===== config.mk =====
export PLATFORM = sky130hd
export DESIGN_NAME = bitbang_resp
export DESIGN_NICKNAME = d
export VERILOG_FILES = /design/src/rtl/bitbang_resp_pkg.sv /design/src/rtl/bitbang_shift.sv /design/src/rtl/bitbang_resp.sv
export SDC_FILE = /design/constraint.sdc
export NUM_CORES = 1
export LEC_CHECK = 0
export BUFFER_PORTS_ARGS = -buffer_cell sky130_fd_sc_hd__buf_4
export CAP_MARGIN = 5
export CORE_MARGIN = 8
export CORE_UTILIZATION = 58
export CTS_BUF_LIST = sky130_fd_sc_hd__clkbuf_16
export DETAILED_ROUTE_END_ITERATION = 10
export PLACE_DENSITY = 0.81
export SETUP_SLACK_MARGIN = 0.05
export SYNTH_ARGS = -nofsm -noshare
export SYNTH_HDL_FRONTEND = slang
export SYNTH_SLANG_ARGS = --single-unit

===== constraint.sdc =====
create_clock -name clock -period 2.4 [get_ports clock]
set_input_delay 0.48 -clock clock [delete_from_list [all_inputs] [get_ports clock]]
set_output_delay 0.48 -clock clock [all_outputs]
set_load 0.02 [all_outputs]

===== src/rtl/bitbang_resp_pkg.sv =====
// Shared types and defaults for the bit-bang word-link responder.
package bitbang_resp_pkg;

    typedef enum logic {
        HUNT = 1'b0,
        DATA = 1'b1
    } state_e;

    localparam logic [15:0] DEF_SYNC = 16'hB38F;
    localparam logic [15:0] DEF_FILL = 16'h0000;

    function automatic int unsigned cnt_width(input int unsigned w);
        return $clog2(w + 1);
    endfunction

endpackage


===== src/rtl/bitbang_shift.sv =====
// W-bit MSB-first shift register with parallel load (load wins over shift).
module bitbang_shift #(
    parameter int unsigned W = 16
) (
    input  logic         clk_i,
    input  logic         rst_ni,
    input  logic         load_i,
    input  logic [W-1:0] data_i,
    input  logic         shift_i,
    input  logic         sin_i,
    output logic [W-1:0] q_o
);

    logic [W-1:0] q_q;

    always_ff @(posedge clk_i or negedge rst_ni) begin
        if (!rst_ni) begin
            q_q <= '0;
        end else if (load_i) begin
            q_q <= data_i;
        end else if (shift_i) begin
            q_q <= {q_q[W-2:0], sin_i};
        end
    end

    assign q_o = q_q;

endmodule


===== src/rtl/bitbang_resp.sv =====
// Far-end responder: hunts for SYNC, deserialises FRAME words, serialises replies.
// Optional frame/drop counters enabled by defining BITBANG_RESP_STATS_EN.
module bitbang_resp
    import bitbang_resp_pkg::*;
#(
    parameter int unsigned   W     = 16,
    parameter logic [W-1:0]  SYNC  = W'(DEF_SYNC),
    parameter int unsigned   FRAME = 8,
    parameter logic [W-1:0]  FILL  = W'(DEF_FILL)
) (
    input  logic         clock,
    input  logic         reset,
    input  logic         rx,
    output logic         tx,
    input  logic [W-1:0] in,
    output logic         get,
    input  logic         empty,
    output logic [W-1:0] out,
    output logic         put,
    input  logic         full,
    output logic         in_frame,
    output logic         overrun
`ifdef BITBANG_RESP_STATS_EN
    ,
    output logic [15:0]  frames,
    output logic [15:0]  drops
`endif
);

    localparam int unsigned CW = cnt_width(W);

    state_e        state_q, state_d;
    logic [W-1:0]  window_q, window_d, win_next;
    logic [CW-1:0] bitcnt_q, bitcnt_d;
    logic [7:0]    word_q, word_d;
    logic          wvalid_q, wvalid_d;
    logic [W-1:0]  out_q, out_d;
    logic          overrun_q, overrun_d;
    logic [W-1:0]  slot_q, slot_d;
    logic          slot_full_q, slot_full_d;
    logic          get_q, get_d;
    logic          pend_q, pend_d;
    logic          tx_load, frame_done, drop;
    logic [W-1:0]  load_word, rx_q, tx_q;
    logic          unused_bits;

    always_comb begin
        state_d    = state_q;
        window_d   = window_q;
        bitcnt_d   = bitcnt_q;
        word_d     = word_q;
        out_d      = out_q;
        wvalid_d   = 1'b0;
        tx_load    = 1'b0;
        frame_done = 1'b0;
        win_next   = {window_q[W-2:0], rx};
        case (state_q)
            HUNT: begin
                window_d = win_next;
                if (win_next == SYNC) begin
                    state_d  = DATA;
                    bitcnt_d = CW'(W);
                    word_d   = '0;
                    tx_load  = 1'b1;
                end
            end
            DATA: begin
                bitcnt_d = bitcnt_q - 1'b1;
                if (bitcnt_q == CW'(1)) begin
                    wvalid_d = 1'b1;
                    out_d    = {rx_q[W-2:0], rx};
                    if (word_q == 8'(FRAME - 1)) begin
                        state_d    = HUNT;
                        window_d   = '0;
                        frame_done = 1'b1;
                    end else begin
                        bitcnt_d = CW'(W);
                        word_d   = word_q + 8'd1;
                        tx_load  = 1'b1;
                    end
                end
            end
            default: state_d = HUNT;
        endcase

        drop      = wvalid_q & full;
        overrun_d = overrun_q | drop;

        // A load and a capture may coincide: the load takes the old slot, the capture refills it.
        load_word   = slot_full_q ? slot_q : FILL;
        slot_d      = pend_q ? in : slot_q;
        slot_full_d = pend_q | (slot_full_q & ~tx_load);
        get_d       = ~slot_full_q & ~empty & ~get_q & ~pend_q;
        pend_d      = get_q;
    end

    always_ff @(posedge clock or negedge reset) begin
        if (!reset) begin
            state_q     <= HUNT;
            window_q    <= '0;
            bitcnt_q    <= '0;
            word_q      <= '0;
            wvalid_q    <= 1'b0;
            out_q       <= '0;
            overrun_q   <= 1'b0;
            slot_q      <= '0;
            slot_full_q <= 1'b0;
            get_q       <= 1'b0;
            pend_q      <= 1'b0;
        end else begin
            state_q     <= state_d;
            window_q    <= window_d;
            bitcnt_q    <= bitcnt_d;
            word_q      <= word_d;
            wvalid_q    <= wvalid_d;
            out_q       <= out_d;
            overrun_q   <= overrun_d;
            slot_q      <= slot_d;
            slot_full_q <= slot_full_d;
            get_q       <= get_d;
            pend_q      <= pend_d;
        end
    end

    bitbang_shift #(.W(W)) u_rx_shift (
        .clk_i   (clock),
        .rst_ni  (reset),
        .load_i  (1'b0),
        .data_i  ('0),
        .shift_i (state_q == DATA),
        .sin_i   (rx),
        .q_o     (rx_q)
    );

    bitbang_shift #(.W(W)) u_tx_shift (
        .clk_i   (clock),
        .rst_ni  (reset),
        .load_i  (tx_load),
        .data_i  (load_word),
        .shift_i (state_q == DATA),
        .sin_i   (1'b0),
        .q_o     (tx_q)
    );

    assign unused_bits = ^{rx_q[W-1], tx_q[W-2:0]};

    assign tx       = (state_q == DATA) ? tx_q[W-1] : 1'b1;
    assign put      = wvalid_q & ~full;
    assign out      = out_q;
    assign get      = get_q;
    assign in_frame = (state_q == DATA);
    assign overrun  = overrun_q;

`ifdef BITBANG_RESP_STATS_EN
    logic [15:0] frames_q, drops_q;

    always_ff @(posedge clock or negedge reset) begin
        if (!reset) begin
            frames_q <= '0;
            drops_q  <= '0;
        end else begin
            if (frame_done && frames_q != '1) frames_q <= frames_q + 16'd1;
            if (drop && drops_q != '1)        drops_q  <= drops_q + 16'd1;
        end
    end

    assign frames = frames_q;
    assign drops  = drops_q;
`else
    logic unused_stats;
    assign unused_stats = frame_done;
`endif

endmodule

==> results_dict.tcl <==
set metrics [dict create \
    synth_top_family_by_area "multiplexers" \
    drc 0 \
    fin_area_mm2 0.00482 \
    cpMostUsedCell "or4_4" \
    fillers 469 \
    clkLatencyLatePin_ps 340 \
    slew_headroom_pct 35.2 \
    path_buf_inv 0 \
    grt_pass1_vias 2659 \
    synth-compound-area-share_pct 9.45 \
    vias 2593 \
    ant_nets 0 \
    detail_route.first_pass.iterations 4 \
    start_kind "register" \
    area_growth_pct 18.5 \
    regArea_mm2 0.00243 \
    cts_buffers 9 \
    syn_inst 313 \
    ir_drop_mv 0.573 \
    grt_max_degree 48 \
    start_util_pct 59.8 \
    hold_violations 0 \
    synth_area_leader_cell "dfrtp_1" \
    cts.path.max_buffers 2 \
    yosys.area_share.adder_pct 0.923 \
    max_stage_delay_ps 580 \
    ys_warn_count 0 \
    grt.total_usage_pct 15.7 \
    antenna_found_initial 0 \
    grt_pass1_wl_um 12600 \
    maxCapViolCount 0 \
    cts_max_level 3 \
    synth-xor-area-share_pct 0.215 \
    synth_area_per_cell_um2 13.0 \
    cp.arrival_ps 2300 \
    hpwl_um 4880 \
    p_leak_nw 2.39 \
    synth_edf_count 0 \
    port_buffers 41 \
    dr_wl_met2_um 3490 \
    cp_max_fo 9 \
    finalPower_mw 3.69 \
    synth_area_mm2 0.00407 \
    nets 383 \
    finalSetupViolCount 0 \
    cp_data_required_time_ps 2600 \
    cts_sinks 97 \
    ys_seq_area_share_pct 59.7 \
    slew_violations 0 \
    fin_ws_ps 293 \
    reg2reg_from "window_q[3]" \
    cts.reportedPaths.clkPinSlew_ps 60 \
    yosys-top-cells-count "97 x dfrtp_1, 47 x mux2_2, 20 x nand2_1, 19 x o21ai_0, 15 x mux2i_1" \
    die_area_mm2 0.00994 \
    hp-class "primary input to asynchronous set/reset pin" \
    synth_ff_type "dfrtp_1" \
    place.gp.congestion 0.821 \
    wl_per_cell_um 15.9 \
    antenna_cells 0 \
    multi_input_area_mm2 0.00153 \
    core_mm2 0.00679 \
    io_pins 42 \
    skew_ps 8.09 \
    fin_tns_setup_ps 0 \
    synth_cell_type_count 47 \
    cts_tree "built" \
    wl_met3_um 401 \
    dr.max_layer_used "met4" \
    grt_overflow 0 \
    ys_async_sr_fraction_pct 100 \
    row_count 30 \
    met1_length_um 3310 \
    status "completed" \
    synthTopCellsByArea "dfrtp_1 60%, mux2_2 13%, mux2i_1 3.7%, a22o_1 2.8%, o21ai_0 2.3%" \
    rsz0062_at_grt "false" \
    cts_hold_buf 0 \
    synth_nets 337 \
    crit_family "simple AND/OR/NAND/NOR gates" \
    drtIter0Drc 50 \
    max_freq_ghz 0.475 \
    die_y_um 99.7 \
    placed_area_mm2 0.00450 \
    post-route-period-util_pct 87.8 \
    place_ws_ps 287 \
    critical_path_class "register to register" \
    p_per_area_mw_per_mm2 767 \
    r2r_end "word_q[1]" \
    finalCriticalPeriod_ps 2110 \
    worstPathCellList "or4_4 -> or4_4 -> nor2_2 -> o22ai_1" \
    cts_setup_buffers 0 \
    cp-end-kind "register" \
    reg2reg_depth 4 \
    yosys.cell_count.top_type "dfrtp_1" \
    root_buffer "clkbuf_16" \
    synthSimpleGateAreaFrac_pct 10.2 \
    synth_seq_cells 97 \
    tightest_slew_ps 968 \
    die_w_um 99.7 \
    ctsResizeCount 0 \
    viasPerCell 5.64 \
    totalWireLength_um 7330 \
    slowest_stage "or4_4" \
    r2r_slack_ps 290 \
    drive_gt1_share_pct 33.2 \
    netlist.area_leader.share_pct 59.7 \
    muxShareOfSynthArea_pct 16.7 \
]
-- worst reg2reg max path: stages, from the launching register on --
cell and delay [ps]:
dfrtp_1 400, or4_4 540, or4_4 580, nor2_2 320
o22ai_1 140
-- final cells by class --
type / count / share of cell area, %
well taps: 96 / 2.49
flip-flops and latches: 97 / 50.4
multi-input cells: 192 / 31.8
inverters: 9 / 0.701
clock inverters: 7 / 1.92
repair buffers: 50 / 8.05
clock buffers: 9 / 4.67
-- cell families (layout without fill, tap and decap cells) --
group	count (synthesis)	after routing
xor gates and xnor gates	1	1
DFF	97	97
buffers and inverters	24	75
and+or+nand+nor	71	71
adders and majority gates	3	3
AOI/OAI and AO/OA	55	55
muxes	62	62
-- per-stage QoR --
| stage | cells | utilization, % | hold WS [ps] |
|---|---|---|---|
| 6_report | 460 | 70.9 | 61.2 |
| 5_1_grt | 460 | 70.9 | 88.2 |
| 4_1_cts | 460 | 70.9 | 70.1 |
| 3_5_place_dp | 444 | 66.2 | 404 |
| 3_3_place_gp | 444 | 66.2 | 390 |
| 2_1_floorplan | 313 | - | 184 |
-- per-layer routing --
| layer | track usage [%] | vias to the layer above |
|---|---|---|
| li1 | - | 1228 |
| met1 | 19.4 | 1294 |
| met2 | 24.8 | 60 |
| met3 | 5.31 | 11 |
| met4 | 6.17 | 0 |
| met5 | 0 | - |
-- registers in the layout, indices dropped and copies added (netlist names) --
| register | cells |
|---|---|
| bitcnt_q | 5 |
| get | 1 |
| in_frame | 1 |
| out | 16 |
| overrun | 1 |
| pend_q | 1 |
| slot_full_q | 1 |
| slot_q | 16 |
| u_rx_shift.q_o | 15 |
| u_tx_shift.q_o | 16 |
| window_q | 15 |
| word_q | 8 |
| wvalid_q | 1 |
-- worst max-delay path by stage --
| stage | start | endpoint | slack (ps) | cells after the start |
|---|---|---|---|---|
| floorplan | window_q[3] | u_tx_shift.q_o[10] | 380 | 4 |
| global placement | window_q[3] | word_q[1] | 330 | 4 |
| detailed placement | window_q[3] | word_q[1] | 290 | 4 |
| CTS | window_q[3] | word_q[1] | 290 | 4 |
| global route | bitcnt_q[1] | word_q[5] | 140 | 6 |
| finish | window_q[3] | word_q[1] | 290 | 4 |
-- cell usage in the layout (no fill, tap or decap), types with 2 or more instances in the layout --
| cell | n |
|---|---|
| a21oi_1 | 6 |
| a22o_1 | 13 |
| a22o_2 | 2 |
| and2_1 | 14 |
| buf_4 | 49 |
| bufinv_16 | 2 |
| clkbuf_16 | 9 |
| clkinv_1 | 2 |
| dfrtp_1 | 97 |
| ha_1 | 3 |
| inv_1 | 9 |
| mux2_2 | 47 |
| mux2i_1 | 15 |
| nand2_1 | 20 |
| nand2b_1 | 3 |
| nand3_1 | 3 |
| nand4_1 | 3 |
| nand4b_1 | 2 |
| nor2_1 | 4 |
| nor3_1 | 3 |
| nor4_1 | 2 |
| o21ai_0 | 19 |
| o21bai_1 | 2 |
| o31ai_1 | 3 |
| or3_1 | 4 |
| or4_1 | 3 |
| or4_4 | 2 |
-- power breakdown --
| part | leakage, nW | switching (mW) | internal (mW) | total, mW |
|---|---|---|---|---|
| clock network | 0.151 | 0.594 | 0.911 | 1.50 |
| logic | 1.09 | 0.126 | 0.211 | 0.337 |
| registers | 1.15 | 0.0806 | 1.77 | 1.85 |
| total | 2.39 | 0.800 | 2.89 | 3.69 |
(Power assumes the default switching activity.)
